<file path="config.mk">
export PLATFORM = sky130hd
export DESIGN_NAME = link_wb_arbiter
export DESIGN_NICKNAME = d
export VERILOG_FILES = /design/src/rtl/link_wb_arbiter.sv
export SDC_FILE = /design/constraint.sdc
export NUM_CORES = 1
export LEC_CHECK = 0
export ABC_AREA = 1
export BUFFER_PORTS_ARGS = -buffer_cell sky130_fd_sc_hd__buf_2
export CORE_UTILIZATION = 40
export CTS_CLUSTER_DIAMETER = 80
export DETAILED_ROUTE_END_ITERATION = 16
export PLACE_DENSITY_LB_ADDON = 0.05
export SLEW_MARGIN = 10
export SYNTH_ARGS = -nofsm -noshare
export SYNTH_HDL_FRONTEND = slang
export SYNTH_SLANG_ARGS = --single-unit
</file>
<file path="constraint.sdc">
create_clock -name clk -period 7.3 [get_ports clk]
set_clock_uncertainty 0.05 [all_clocks]
set_input_delay 0.73 -clock clk [delete_from_list [all_inputs] [get_ports clk]]
set_output_delay 0.73 -clock clk [all_outputs]
set_load 0.05 [all_outputs]
</file>
<file path="src/rtl/link_wb_arbiter.sv">
// link_wb_arbiter
//
// Shares the register file's single write port between the pipeline
// writeback stage and branch-with-link (BL) link writes (X30 <= PC+4).
// Link requests wait in a small FIFO and drain into write-port slots that
// writeback leaves idle. Writeback always has priority and is never stalled.
// A writeback to X30 discards every queued link entry, because those entries
// are older and would otherwise overwrite the newer writeback value. The
// newest queued link value is exposed so that read ports can bypass it.
//
// Handshake: a link request is accepted at a rising edge when link_valid and
// link_ready are both 1. link_ready depends only on reset_n and the current
// occupancy, so a pop in the same cycle gives no credit. A request that is
// not accepted is dropped, and upstream must hold it until it is accepted.
//
// Ports:
//   clk              clock, all state updates on the rising edge
//   reset_n          synchronous active-low reset
//   wb_en            writeback requests a register write this cycle
//   wb_reg           writeback destination register
//   wb_data          writeback data
//   link_valid       BL link write request
//   link_pc_plus4    link value (PC+4) destined for X30
//   link_ready       FIFO can accept a link request this cycle
//   rf_we            registered register-file write enable
//   rf_reg           registered register-file write address
//   rf_data          registered register-file write data
//   x30_pending      at least one link write is queued
//   x30_pending_data data of the newest queued link entry
//   fifo_count       number of queued link entries
module link_wb_arbiter #(
    parameter int DEPTH = 4,
    parameter int CNT_W = $clog2(DEPTH + 1)
) (
    input  logic             clk,
    input  logic             reset_n,
    input  logic             wb_en,
    input  logic [4:0]       wb_reg,
    input  logic [63:0]      wb_data,
    input  logic             link_valid,
    input  logic [63:0]      link_pc_plus4,
    output logic             link_ready,
    output logic             rf_we,
    output logic [4:0]       rf_reg,
    output logic [63:0]      rf_data,
    output logic             x30_pending,
    output logic [63:0]      x30_pending_data,
    output logic [CNT_W-1:0] fifo_count
);

    localparam int PTR_W = $clog2(DEPTH);
    localparam logic [CNT_W-1:0] FULL_CNT = CNT_W'(DEPTH);

    logic [63:0]      fifo_q [DEPTH];
    logic [PTR_W-1:0] wptr_q, wptr_d;
    logic [PTR_W-1:0] rptr_q, rptr_d;
    logic [PTR_W-1:0] wr_idx;
    logic [PTR_W-1:0] newest_idx;
    logic [CNT_W-1:0] count_q, count_d;
    logic             rf_we_q, rf_we_d;
    logic [4:0]       rf_reg_q, rf_reg_d;
    logic [63:0]      rf_data_q, rf_data_d;
    logic [63:0]      pend_hold_q;

    logic push;
    logic pop;
    logic wb_write;
    logic flush;

    assign link_ready = reset_n && (count_q < FULL_CNT);
    assign newest_idx = wptr_q - PTR_W'(1);

    always_comb begin
        push     = link_valid && link_ready;
        // X31 is the zero register, so a writeback to it leaves the slot idle.
        wb_write = wb_en && (wb_reg != 5'd31);
        flush    = wb_write && (wb_reg == 5'd30);
        pop      = !wb_write && (count_q != '0);

        wptr_d    = wptr_q;
        rptr_d    = rptr_q;
        count_d   = count_q;
        wr_idx    = wptr_q;
        rf_we_d   = 1'b0;
        rf_reg_d  = rf_reg_q;
        rf_data_d = rf_data_q;

        if (wb_write) begin
            rf_we_d   = 1'b1;
            rf_reg_d  = wb_reg;
            rf_data_d = wb_data;
        end else if (pop) begin
            rf_we_d   = 1'b1;
            rf_reg_d  = 5'd30;
            rf_data_d = fifo_q[rptr_q];
        end

        if (flush) begin
            // Queued entries are older than this X30 writeback and are dropped.
            // A link accepted in the same cycle is younger and restarts the
            // queue at slot 0.
            rptr_d  = '0;
            wr_idx  = '0;
            wptr_d  = push ? PTR_W'(1) : '0;
            count_d = push ? CNT_W'(1) : '0;
        end else begin
            if (push) wptr_d = wptr_q + PTR_W'(1);
            if (pop)  rptr_d = rptr_q + PTR_W'(1);
            if (push && !pop)      count_d = count_q + CNT_W'(1);
            else if (!push && pop) count_d = count_q - CNT_W'(1);
        end
    end

    // Storage needs no reset; occupancy is tracked by count_q alone.
    always_ff @(posedge clk) begin
        if (push) fifo_q[wr_idx] <= link_pc_plus4;
    end

    always_ff @(posedge clk) begin
        if (!reset_n) begin
            wptr_q      <= '0;
            rptr_q      <= '0;
            count_q     <= '0;
            rf_we_q     <= 1'b0;
            rf_reg_q    <= '0;
            rf_data_q   <= '0;
            pend_hold_q <= '0;
        end else begin
            wptr_q      <= wptr_d;
            rptr_q      <= rptr_d;
            count_q     <= count_d;
            rf_we_q     <= rf_we_d;
            rf_reg_q    <= rf_reg_d;
            rf_data_q   <= rf_data_d;
            pend_hold_q <= x30_pending_data;
        end
    end

    assign rf_we            = rf_we_q;
    assign rf_reg           = rf_reg_q;
    assign rf_data          = rf_data_q;
    assign fifo_count       = count_q;
    assign x30_pending      = (count_q != '0);
    // When nothing is queued, the last exposed value is held.
    assign x30_pending_data = x30_pending ? fifo_q[newest_idx] : pend_hold_q;

endmodule

</file>
==> impl_results.rst <==
.. list-table::
   :header-rows: 1

   * - Metric
     - Value
   * - Number of buffers created by CTS
     - 45
   * - Clock sinks
     - 399
   * - Starting utilization of the core area
     - about two fifths
   * - Class of the most critical setup path
     - reg -> out
   * - First-iteration detailed-routing DRC count
     - 1005
   * - Final number of max-transition violations
     - 0
   * - Worst setup margin
     - 3.02 ns
   * - Growth of design area from synthesis to finish
     - 17.5%
   * - Critical Path RT
     - 6.52 ns
   * - CTS tree
     - yes
   * - Register bit total from synthesis
     - 399
   * - Peak Freq
     - 234 MHz
   * - H-tree lvl count
     - 2
   * - Relative contribution of sequential cells to total power
     - 29.4%
   * - Max FFs per register
     - 256
   * - Most flops, register
     - fifo_q
   * - VDD IR-drop max
     - 372 uV
   * - Clock insertion delay at the later pin of the skew report
     - 0.56 ns
   * - Endpoints failing setup
     - 0
   * - Global placement routability congestion
     - 0.772
   * - Post-layout power
     - 9930 uW
   * - Via Count
     - between 10000 and 15000
   * - Power share of the clock group
     - 21.4%
   * - Count of standard-cell rows
     - 75
   * - Sw Ratio
     - 48.6%
   * - Largest net degree at the start of global routing
     - 101
   * - Half-perimeter wire length after placement
     - 30300 um
   * - Final routed wire length divided by cell count
     - slightly above 20 um
   * - Cell-internal power
     - just over 5000 uW
   * - Worst EP arrival
     - 3.50 ns
   * - Number of port buffers
     - 275
   * - Total congestion overflow
     - 0
   * - Number of top-level design ports
     - 276
   * - Worst min path class
     - in -> reg
   * - Number of instances in the synthesized netlist
     - 1704
   * - Non-Filler Cell Area, Final
     - 20400 um2
   * - Via count normalized by instance count
     - 5.33
   * - Final min period
     - 4.28 ns
   * - Combinational fraction of design power
     - 49.1%
   * - Clock transition at the registers of the reported paths
     - 0.06 ns
   * - Nets in the synthesized netlist
     - 1842
   * - Via count of the first global-routing pass
     - about 13000
   * - Core outline area
     - between 40000 and 50000 um2
   * - Height of the die
     - 210 um
   * - Accumulated negative setup slack
     - 0 ns
   * - Post-placement cell area
     - 18900 um2
   * - Area of the die
     - 44100 um2
   * - Power density of the placed cells
     - ~490 nW/um2
   * - RSZ-0062 raised after global routing
     - no
   * - Number of antenna violations at the first check in global routing
     - 14
   * - Sequential cell area fraction in the yosys report
     - 60.9%
   * - Slew at the pin closest to its max-slew limit
     - 1.13 ns
   * - Standby leakage power
     - 0.00761 uW
   * - Global routing usage summed across all routing layers
     - 23.4%
   * - Resized Gates After CTS
     - 0
   * - Final clock period utilization by the worst path
     - 58.6%
   * - Worst hold slack
     - 0.337 ns
   * - Routed WL
     - 52100 um
   * - Number of endpoints with negative hold slack in the final report
     - 0
   * - Post-synthesis area per instance
     - 10.2 um2
   * - Sort of element at the start of the critical path
     - flop
   * - Synth unique cells
     - 38
   * - Headroom to the max-slew limit
     - 24.6%
   * - Mapped Area
     - between 15000 and 20000 um2
   * - Wire length of the first global-routing pass
     - 78000 um
   * - Final-stage net count
     - roughly 2100
   * - Result of the run
     - completed
   * - Maximum buffer depth of the clock tree
     - 3
   * - Critical path capture point type
     - output port
   * - Fraction of layout instances using a drive strength above 1
     - 22.8%
   * - Clock tree root driver cell
     - sky130_fd_sc_hd__clkbuf_16
   * - Top fanout value on the critical path
     - 31
   * - Number of optimization iterations in the first detailed-route pass
     - 5
   * - Warnings from Yosys
     - 0
   * - MaxCap Viol Count
     - 0
   * - Total DRC errors in the routed layout
     - 0
   * - Number of buffers inserted for hold repair after clock tree synthesis
     - 0
   * - Post-CTS setup buffer count
     - 0
   * - Net Switching
     - around 4800 uW
   * - Width of the die
     - 210 um
   * - Worst slack at placement
     - 3.22 ns
   * - Detail Route Antenna Nets
     - 0
==> power groups by stage <==
stage | Sequential, uW | Combinational (uW) | Clock [uW]
finish | 2920 | 4880 | 2130
global route | 2960 | 5200 | 2270
CTS | 2930 | 4930 | 2180
detailed placement | 2970 | 4920 | 0
global placement | 2960 | 4900 | 0
floorplan | 3380 | 3350 | 0
==> cells in the final DEF (no fill, tap or decap), types with 3 or more instances in the layout <==
cell                        synthesis  final
sky130_fd_sc_hd__inv_2             13      9
sky130_fd_sc_hd__nor3_1            15     14
sky130_fd_sc_hd__edfxtp_1         256    256
sky130_fd_sc_hd__o2111ai_1          3      3
sky130_fd_sc_hd__o221a_2            3      3
sky130_fd_sc_hd__inv_1             74     71
sky130_fd_sc_hd__o221ai_1           3      3
sky130_fd_sc_hd__clkinv_1           0      7
sky130_fd_sc_hd__o21ai_1            7      7
sky130_fd_sc_hd__buf_2             62    275
sky130_fd_sc_hd__nor2_4             1      5
sky130_fd_sc_hd__a21oi_1          103    103
sky130_fd_sc_hd__nor2_1           149    147
sky130_fd_sc_hd__clkbuf_8           0      9
sky130_fd_sc_hd__a31oi_1           31     31
sky130_fd_sc_hd__o21ai_0          185    185
sky130_fd_sc_hd__a211oi_2          55     55
sky130_fd_sc_hd__o22ai_1           49     49
sky130_fd_sc_hd__a211oi_1          52     52
sky130_fd_sc_hd__dfxtp_1          143    141
sky130_fd_sc_hd__nand2_1          302    302
sky130_fd_sc_hd__clkinv_2           1     12
sky130_fd_sc_hd__o211ai_1           9      9
sky130_fd_sc_hd__clkbuf_1          40     10
sky130_fd_sc_hd__clkbuf_16          0     46
sky130_fd_sc_hd__buf_4             13     14
sky130_fd_sc_hd__a22oi_1            4      4
sky130_fd_sc_hd__nand3_1           74     74
sky130_fd_sc_hd__nor3b_1            3      3
sky130_fd_sc_hd__o21bai_1          31     31
sky130_fd_sc_hd__diode_2            0     10
==> metal layers <==
layer / share of wire (%) / vias to the layer above / track usage (%)
met3: 6.0 / 97 / 4.62
met4: 2.7 / 10 / 8.94
met2: 47 / 424 / 37.9
met5: 0.13 / - / 0
met1: 44 / 6476 / 31.0
li1: - / 6516 / -
==> synthesized netlist by cell type <==
master,n,area (um2)
sky130_fd_sc_hd__buf_4,13,97.6
sky130_fd_sc_hd__o22ai_1,49,307
sky130_fd_sc_hd__nor2_1,149,559
sky130_fd_sc_hd__o221a_2,3,33.8
sky130_fd_sc_hd__nand2_1,302,1130
sky130_fd_sc_hd__o2111ai_1,3,26.3
sky130_fd_sc_hd__o221ai_1,3,26.3
sky130_fd_sc_hd__nor2_2,2,12.5
sky130_fd_sc_hd__nor3b_1,3,22.5
sky130_fd_sc_hd__clkbuf_1,40,150
sky130_fd_sc_hd__nand3b_1,1,7.51
sky130_fd_sc_hd__o21bai_1,31,233
sky130_fd_sc_hd__o311ai_0,1,8.76
sky130_fd_sc_hd__nor2_4,1,11.3
sky130_fd_sc_hd__o211ai_1,9,67.6
sky130_fd_sc_hd__nand2_4,1,11.3
sky130_fd_sc_hd__nand2_2,2,12.5
sky130_fd_sc_hd__buf_1,4,15.0
sky130_fd_sc_hd__edfxtp_1,256,7690
sky130_fd_sc_hd__inv_1,74,278
sky130_fd_sc_hd__nand3_4,1,17.5
sky130_fd_sc_hd__o21ai_1,7,35.0
sky130_fd_sc_hd__fa_1,1,20.0
sky130_fd_sc_hd__a22oi_1,4,30.0
sky130_fd_sc_hd__a211oi_2,55,688
sky130_fd_sc_hd__nand3_1,74,370
sky130_fd_sc_hd__buf_2,62,310
sky130_fd_sc_hd__clkinv_2,1,5.00
sky130_fd_sc_hd__inv_2,13,48.8
sky130_fd_sc_hd__o21ai_0,185,926
sky130_fd_sc_hd__a211oi_1,52,390
sky130_fd_sc_hd__a31oi_1,31,194
sky130_fd_sc_hd__buf_6,7,78.8
sky130_fd_sc_hd__nand2_8,2,40.0
sky130_fd_sc_hd__nor3_4,1,16.3
sky130_fd_sc_hd__dfxtp_1,143,2860
sky130_fd_sc_hd__nor3_1,15,75.1
sky130_fd_sc_hd__a21oi_1,103,515
==> critical path, cell delays in order (launching register included) <==
cell and delay, ns:
sky130_fd_sc_hd__dfxtp_1 0.47, sky130_fd_sc_hd__inv_2 0.08, sky130_fd_sc_hd__nor2_4 0.73, sky130_fd_sc_hd__buf_4 0.61, sky130_fd_sc_hd__inv_1 0.23, sky130_fd_sc_hd__o2111ai_1 0.29
sky130_fd_sc_hd__nor2_1 0.09, sky130_fd_sc_hd__nor2_1 0.13, sky130_fd_sc_hd__buf_2 0.27
==> final timing paths <==
check        slack (ns)                  startpoint                        end  depth (start not counted)
max                3.02      wptr_q[1]$_SDFFE_PN0P_       x30_pending_data[38]                          8
max reg2reg        3.70  fifo_count[0]$_SDFFE_PN0P_   rf_data[63]$_SDFFE_PN0P_                          8
min                0.34           link_pc_plus4[37]    fifo_q[1][37]$_DFFE_PP_                          1
min reg2reg        0.41   pend_hold_q[3]$_SDFF_PN0_  pend_hold_q[3]$_SDFF_PN0_                          2
==> layout make-up <==
type,instances,area (um2)
Timing Repair Buffer,290,1500
Multi-Input combinational cell,1091,5820
Clock buffer,66,1320
Tap cell,577,722
Fill cell,3944,22000
Clock inverter,15,68.8
Inverter,88,347
Antenna cell,10,25.0
Sequential cell,399,10600
==> cell families (layout without fill, tap and decap cells) <==
logic type,after synthesis,in the layout,synth area share (%)
DFF,399,399,60.9
buffers and inverters,214,459,5.68
and+or+nand+nor,554,554,13.2
AOI/OAI and AO/OA,536,536,20.1
other,0,10,0
adders and majority gates,1,1,0.116
==> per-stage QoR <==
stage	utilization [%]	cells
detailed placement	44.8	2445
global placement	44.8	2445
global route	48.1	2530
floorplan	-	1704
CTS	48.1	2526
finish	48.1	2536
Note: power is estimated with default switching activity, not from simulation.
